===== config.mk =====
export PLATFORM = sky130hd
export DESIGN_NAME = adder
export DESIGN_NICKNAME = d
export VERILOG_FILES = /design/src/rtl/adder_pkg.sv /design/src/rtl/adder_switch_debounce.sv /design/src/rtl/adder.sv
export SDC_FILE = /design/constraint.sdc
export NUM_CORES = 1
export LEC_CHECK = 0
export ABC_AREA = 0
export CORE_MARGIN = 10
export CORE_UTILIZATION = 55
export CTS_BUF_LIST = sky130_fd_sc_hd__clkbuf_16
export CTS_CLUSTER_SIZE = 30
export DETAILED_ROUTE_END_ITERATION = 10
export PLACE_DENSITY = 0.74
export SLEW_MARGIN = 30
export SYNTH_ARGS = -nofsm -noshare
export SYNTH_HDL_FRONTEND = slang
export SYNTH_SLANG_ARGS = --single-unit

===== constraint.sdc =====
create_clock -name clk -period 4.8 [get_ports clk]
set_input_delay 0.72 -clock clk [delete_from_list [all_inputs] [get_ports clk]]
set_output_delay 0.72 -clock clk [all_outputs]
set_load 0.02 [all_outputs]

===== src/rtl/adder_pkg.sv =====
// adder_pkg: shared defaults and result type for the board-level full adder.
//   SYNC_STAGES_DEF      default synchroniser depth per switch
//   DEBOUNCE_CYCLES_DEF  default debounce hold time in clocks (0 = bypass)
//   LED_ACTIVE_LOW_DEF   default LED polarity (0 = LED lit on 1)
//   adder_result_t       {carry, sum} of a 1-bit full add
//   full_add()           combinational full adder producing adder_result_t
package adder_pkg;

  localparam int unsigned SYNC_STAGES_DEF     = 2;
  localparam int unsigned DEBOUNCE_CYCLES_DEF = 4;
  localparam bit          LED_ACTIVE_LOW_DEF  = 1'b0;

  typedef struct packed {
    logic carry;
    logic sum;
  } adder_result_t;

  function automatic adder_result_t full_add(input logic a, input logic b, input logic cin);
    adder_result_t r;
    r.sum   = a ^ b ^ cin;
    r.carry = (a & b) | (a & cin) | (b & cin);
    return r;
  endfunction

endpackage


===== src/rtl/adder_switch_debounce.sv =====
// switch_debounce: one-bit synchroniser chain followed by a debounce counter.
//   clk        in   system clock
//   rst_n      in   asynchronous active-low reset; clears chain, level and counter
//   raw_in     in   switch level, asynchronous to clk
//   level_out  out  accepted (debounced) level
// A changed synchronised level must persist for DEBOUNCE_CYCLES clocks before
// it is accepted; any return to the accepted level restarts the count.
// DEBOUNCE_CYCLES == 0 passes the synchronised level straight through.
module switch_debounce
  import adder_pkg::*;
#(
  parameter int unsigned SYNC_STAGES     = SYNC_STAGES_DEF,
  parameter int unsigned DEBOUNCE_CYCLES = DEBOUNCE_CYCLES_DEF
) (
  input  logic clk,
  input  logic rst_n,
  input  logic raw_in,
  output logic level_out
);

  logic [SYNC_STAGES-1:0] sync_q;
  logic [SYNC_STAGES-1:0] sync_d;
  logic                   sync_s;

  always_comb begin
    sync_d = {sync_q[SYNC_STAGES-2:0], raw_in};
  end

  always_ff @(posedge clk or negedge rst_n) begin
    if (!rst_n) begin
      sync_q <= '0;
    end else begin
      sync_q <= sync_d;
    end
  end

  assign sync_s = sync_q[SYNC_STAGES-1];

  if (DEBOUNCE_CYCLES == 0) begin : g_bypass
    assign level_out = sync_s;
  end else begin : g_debounce
    localparam int unsigned      CNT_W    = $clog2(DEBOUNCE_CYCLES + 1);
    localparam logic [CNT_W-1:0] CNT_LAST = CNT_W'(DEBOUNCE_CYCLES - 1);

    logic [CNT_W-1:0] cnt_q;
    logic [CNT_W-1:0] cnt_d;
    logic             level_q;
    logic             level_d;

    // The edge on which cnt already equals DEBOUNCE_CYCLES-1 is the
    // DEBOUNCE_CYCLES-th consecutive mismatch, so it commits the new level.
    always_comb begin
      cnt_d   = cnt_q;
      level_d = level_q;
      if (sync_s == level_q) begin
        cnt_d = '0;
      end else if (cnt_q >= CNT_LAST) begin
        level_d = sync_s;
        cnt_d   = '0;
      end else if (cnt_q != '1) begin
        cnt_d = cnt_q + CNT_W'(1);
      end
    end

    always_ff @(posedge clk or negedge rst_n) begin
      if (!rst_n) begin
        cnt_q   <= '0;
        level_q <= 1'b0;
      end else begin
        cnt_q   <= cnt_d;
        level_q <= level_d;
      end
    end

    assign level_out = level_q;
  end

endmodule


===== src/rtl/adder.sv =====
// adder: board-level 1-bit full adder for the Cyclone 10 demo board.
//   clk       in   system clock, sole clock domain
//   rst_n     in   asynchronous active-low reset
//   switch_0  in   operand A (asynchronous)
//   switch_1  in   operand B (asynchronous)
//   switch_2  in   carry-in (asynchronous)
//   led_0     out  registered sum, inverted when LED_ACTIVE_LOW
//   led_1     out  registered carry-out, inverted when LED_ACTIVE_LOW
// Each switch is synchronised and debounced, the three accepted levels are
// added, and the result is registered before driving the LEDs.
module adder
  import adder_pkg::*;
#(
  parameter int unsigned SYNC_STAGES     = SYNC_STAGES_DEF,
  parameter int unsigned DEBOUNCE_CYCLES = DEBOUNCE_CYCLES_DEF,
  parameter bit          LED_ACTIVE_LOW  = LED_ACTIVE_LOW_DEF
) (
  input  logic clk,
  input  logic rst_n,
  input  logic switch_0,
  input  logic switch_1,
  input  logic switch_2,
  output logic led_0,
  output logic led_1
);

  logic          level_a;
  logic          level_b;
  logic          level_cin;
  adder_result_t res_d;
  adder_result_t res_q;

  switch_debounce #(
    .SYNC_STAGES    (SYNC_STAGES),
    .DEBOUNCE_CYCLES(DEBOUNCE_CYCLES)
  ) u_deb_a (
    .clk      (clk),
    .rst_n    (rst_n),
    .raw_in   (switch_0),
    .level_out(level_a)
  );

  switch_debounce #(
    .SYNC_STAGES    (SYNC_STAGES),
    .DEBOUNCE_CYCLES(DEBOUNCE_CYCLES)
  ) u_deb_b (
    .clk      (clk),
    .rst_n    (rst_n),
    .raw_in   (switch_1),
    .level_out(level_b)
  );

  switch_debounce #(
    .SYNC_STAGES    (SYNC_STAGES),
    .DEBOUNCE_CYCLES(DEBOUNCE_CYCLES)
  ) u_deb_cin (
    .clk      (clk),
    .rst_n    (rst_n),
    .raw_in   (switch_2),
    .level_out(level_cin)
  );

  always_comb begin
    res_d = full_add(level_a, level_b, level_cin);
  end

  always_ff @(posedge clk or negedge rst_n) begin
    if (!rst_n) begin
      res_q <= '0;
    end else begin
      res_q <= res_d;
    end
  end

  // Polarity is a constant, so the LEDs remain a pure function of flops.
  assign led_0 = res_q.sum   ^ LED_ACTIVE_LOW;
  assign led_1 = res_q.carry ^ LED_ACTIVE_LOW;

endmodule


# Yosys cells after proc, flatten, opt, wreduce, memory -nomap -nowiden
# Index checks and enable logic that the tools add are counted.
# classes
n_addsub	3
mul	0
div	0
order_cmp	3
eq_ne	6
n_shift	0
mux	9
bitwise_logic	10
n_reduce_logical	6
# op_table
op	n
$mux 3	9
$add 3x1->3 const B	3
$ge 3x2->1 const B	3
$ne 3x3->1 const B	3
$reduce_bool 3->1	3
$reduce_and 2->1	3
$and 1x1->1	3
$eq 1x1->1	3
$not 1->1	3
$or 1x1->1	2
$xor 1x1->1	2
# totals
reg_bits	20
latch_bits	0
mem_bits_rw	0
mem_bits_ro	0
input_bits	5
output_inout_bits	2
word_cells	48
mem_count	0

# Depth between registers and ports, before layout
# logic_depth
word_depth	4
depth_mapped	4

# Cells and area by module
# A second synthesis with hierarchy kept.
# hier_totals
cells_unflattened	60
hier_area_um2	880.8
# by_module_without_submodules
module	instances	cells_per_inst	area_per_inst_um2	seq_area_each_um2
switch_debounce	3	19	270.3	150.1
adder	1	3	70.1	50.0

# Least setup slack after synthesis
# No wires, ideal clock.
# synth_path
path_kind	reg-to-reg
startpoint	reg u_deb_a.g_debounce.cnt_q[0]
endpoint	reg u_deb_a.g_debounce.level_q, in the netlist u_deb_a.level_out
setup_time_ns	0.125
t_arrival_ns	1.390
slack_ns	3.285
path_stages_with_launch	5
path_buffers	0
period_less_slack_ns	1.515
path_cell_list	dfrtp_1 ha_1 ha_1 a211o_1 mux2_4
# synth_between
elab_chain_len	2
# synth_lines
item	line_no	rtl
start, declared	adder_switch_debounce.sv:45	logic [CNT_W-1:0] cnt_q;
start signal, assigned	adder_switch_debounce.sv:70	cnt_q <= cnt_d;
$ge 3x2->1	adder_switch_debounce.sv:57	end else if (cnt_q >= CNT_LAST) begin
$reduce_and 2->1 (no line)	-	
end signal, assigned	adder_switch_debounce.sv:71	level_q <= level_d;
end, declared	adder_switch_debounce.sv:47	logic level_q;
# Every way passes these cells.
# A chain may end at the register's enable or synchronous reset.

# Worst setup path in the final report
# layout_path
startpoint	reg res_q (netlist bit led_1)
endpoint	out led_1
# layout_lines
item	line_no	rtl
start, declared	adder.sv:31	adder_result_t res_q;
start signal, assigned	adder.sv:71	res_q <= res_d;
end, declared	adder.sv:24	output logic led_1
# No word-level cell between the ends.

==> out/qor.yml <==
grt_use_total_pct: 7.99
critPathTopFamily: "buffers and inverters"
worstPathMaxFanout: 1
period_share_pct: 40.1
finalSetupViolCount: 0
critPathMaxStageDelay_ps: 610
vias: 493
cp.arrival_ps: 1210
tns_ps: 0
drive_gt1_share_pct: 14.3
diodes: 0
rsz0062_at_grt: "no"
postSynthAreaPerCell_um2: 14.9
synth_warnings: 0
synthesis.area_um2: 892
ctsResizeCount: 0
nets: 86
path_cells: "clkdlybuf4s50_1"
clk_pin_slew_ps: 50
placementRows: 14
grt_overflow_total: 0
powerDensity_nw_per_um2: 647
cts_setup_buffers: 0
seq_area_frac_synth_pct: 56.1
startpoint_type: "flip-flop"
start_util_pct: 58.5
antenna_found_initial: 0
die_w_um: 60.3
finClkSkew_ps: 2.74
cts-root-buf: "clkbuf_16"
cts.sinks: 20
cp.required_ps: 4080
cts_tree: "yes"
drt-total-wl_um: 1300
ir_worst_vdd_uv: 511
gp_congestion: 0.673
io_buffers: 6
clock_path_buffers: 2
die_h_um: 60.3
dieArea_um2: 3630
hold_viol: 0
grt_max_degree: 21
clkLatencyLatePin_ps: 250
drt_iter0_drc: 1
leakagePower_nw: 0.497
status: "finished clean"
holdBufCountCts: 0
synthCells: 60
worst_slew_pin_slew_ps: 847
wire_per_inst_um: 15.2
path_buf_inv: 1
nFillCells: 108
hold_class: "flip-flop to flip-flop"
viasPerCell: 5.73
io_pins: 7
htreeDepth: 1
dp_hpwl_um: 928
cts_made_buffers: 3
critPathCaptureType: "primary output"
core_um2: 1520
grt_pass1_vias: 512
timing.final.max_slew_violations: 0
drv_cap: 0
max-slew-margin-rel_pct: 43.4
areaGrowthSynthToFinish_pct: 20.8
ys_ff_latch: 20
ys_types: 14
clock.fmax_mhz: 519
final_antenna_net_count: 0
dr.pass1.iters: 3
hold_slack_ps: 349
worst-setup-path-type: "flip-flop to primary output"
slowest_stage: "clkdlybuf4s50_1"
drc: 0
fin_crit_ps: 1930
synth_fp_nets: 75
grt_pass1_wl_um: 2140
[metrics by stage]
step / setup slack, ps / power (mW) / cell area (um2) / instances / utilization (%)
2_1_floorplan: 3280 / 0.416 / 892 / 60 / -
3_3_place_gp: 2990 / 0.468 / 972 / 82 / 63.8
3_5_place_dp: 2970 / 0.475 / 972 / 82 / 63.8
4_1_cts: 2850 / 0.708 / 1080 / 86 / 70.7
5_1_grt: 2850 / 0.739 / 1080 / 86 / 70.7
6_report: 2870 / 0.697 / 1080 / 86 / 70.7
[where the power goes]
group | total (mW) | internal, mW | switching [mW]
combinational | 0.207 | 0.116 | 0.0909
sequential | 0.268 | 0.220 | 0.0477
clock | 0.223 | 0.165 | 0.0576
[per-layer routing]
metal / wire length, um / vias to the layer above / track usage, %
li1: - / 237 / -
met4: 11 / 0 / 2.88
met3: 85 / 2 / 4.24
met2: 642 / 8 / 13.4
met1: 565 / 246 / 8.23
met5: 0 / - / 0
[kinds of logic after synthesis]
| kind of cell | after synthesis | share of synthesized area, % |
|---|---|---|
| xor gates and xnor gates | 3 | 2.95 |
| muxes | 6 | 8.41 |
| and+or+nand+nor | 12 | 8.41 |
| AOI/OAI and AO/OA | 6 | 7.99 |
| DFF | 20 | 56.1 |
| buffers and inverters | 3 | 1.26 |
| adders and majority gates | 10 | 14.9 |
[cells in the mapped netlist, drive strengths merged]
cell type,n,share of area [%]
dfrtp,20,56
ha,9,13
a2111oi,3,5.0
a211o,3,2.9
inv,3,1.3
mux2,3,5.0
mux2i,3,3.4
nand3b,3,2.5
nor3,3,1.7
nor4,3,2.1
or2,3,2.1
xnor2,3,2.9
fa,1,2.2
[layout by cell type, fill, tap and decap left out, drive strengths merged]
cell type       n
clkbuf          3
xnor2           3
fa              1
clkdlybuf4s50   6
or2             3
ha              9
a211o           3
dfrtp          20
nor3            3
nor4            3
bufinv          1
inv             3
mux2            3
a2111oi         3
nand3b          3
mux2i           3
[registers in the layout, indices dropped and copies added, names as in the netlist]
signal                      flops
u_deb_a.g_debounce.cnt_q        3
u_deb_b.g_debounce.cnt_q        3
u_deb_cin.g_debounce.cnt_q      3
u_deb_a.sync_q                  2
u_deb_b.sync_q                  2
u_deb_cin.sync_q                2
led_0                           1
led_1                           1
u_deb_a.level_out               1
u_deb_b.level_out               1
u_deb_cin.level_out             1
[final timing paths]
path	from	to	slack [ps]	cells past startpoint
worst min-delay path	u_deb_b.sync_q[0]$_DFF_PN0_	u_deb_b.sync_q[1]$_DFF_PN0_	350	0
max in group asynchronous	rst_n	u_deb_a.level_out$_DFFE_PN0P_	3320	1
min in group asynchronous	rst_n	u_deb_cin.g_debounce.cnt_q[0]$_DFFE_PN0P_	960	1
worst max register to register	u_deb_b.g_debounce.cnt_q[0]$_DFFE_PN0P_	u_deb_b.g_debounce.cnt_q[0]$_DFFE_PN0P_	3180	4
worst min register to register	u_deb_b.sync_q[0]$_DFF_PN0_	u_deb_b.sync_q[1]$_DFF_PN0_	350	0
worst max-delay path	led_1$_DFF_PN0_	led_1	2870	1
[final cells by class]
class,instances,area (um2),share of cell area (%)
Clock buffer,3,75.1,6.97
Clock inverter,1,30.0,2.79
Sequential cell,20,500,46.5
Timing Repair Buffer,6,60.1,5.57
Tap cell,16,20.0,1.86
Multi-Input combinational cell,37,380,35.3
Inverter,3,11.3,1.05
[worst register-to-register path, delay by kind of cell (launching register included)]
kind	cells	cell delay (ps)
and+or+nand+nor	1	250
adders and majority gates	2	470
DFF	1	410
AOI/OAI and AO/OA	1	370
Note: power is estimated with default switching activity, not from simulation.
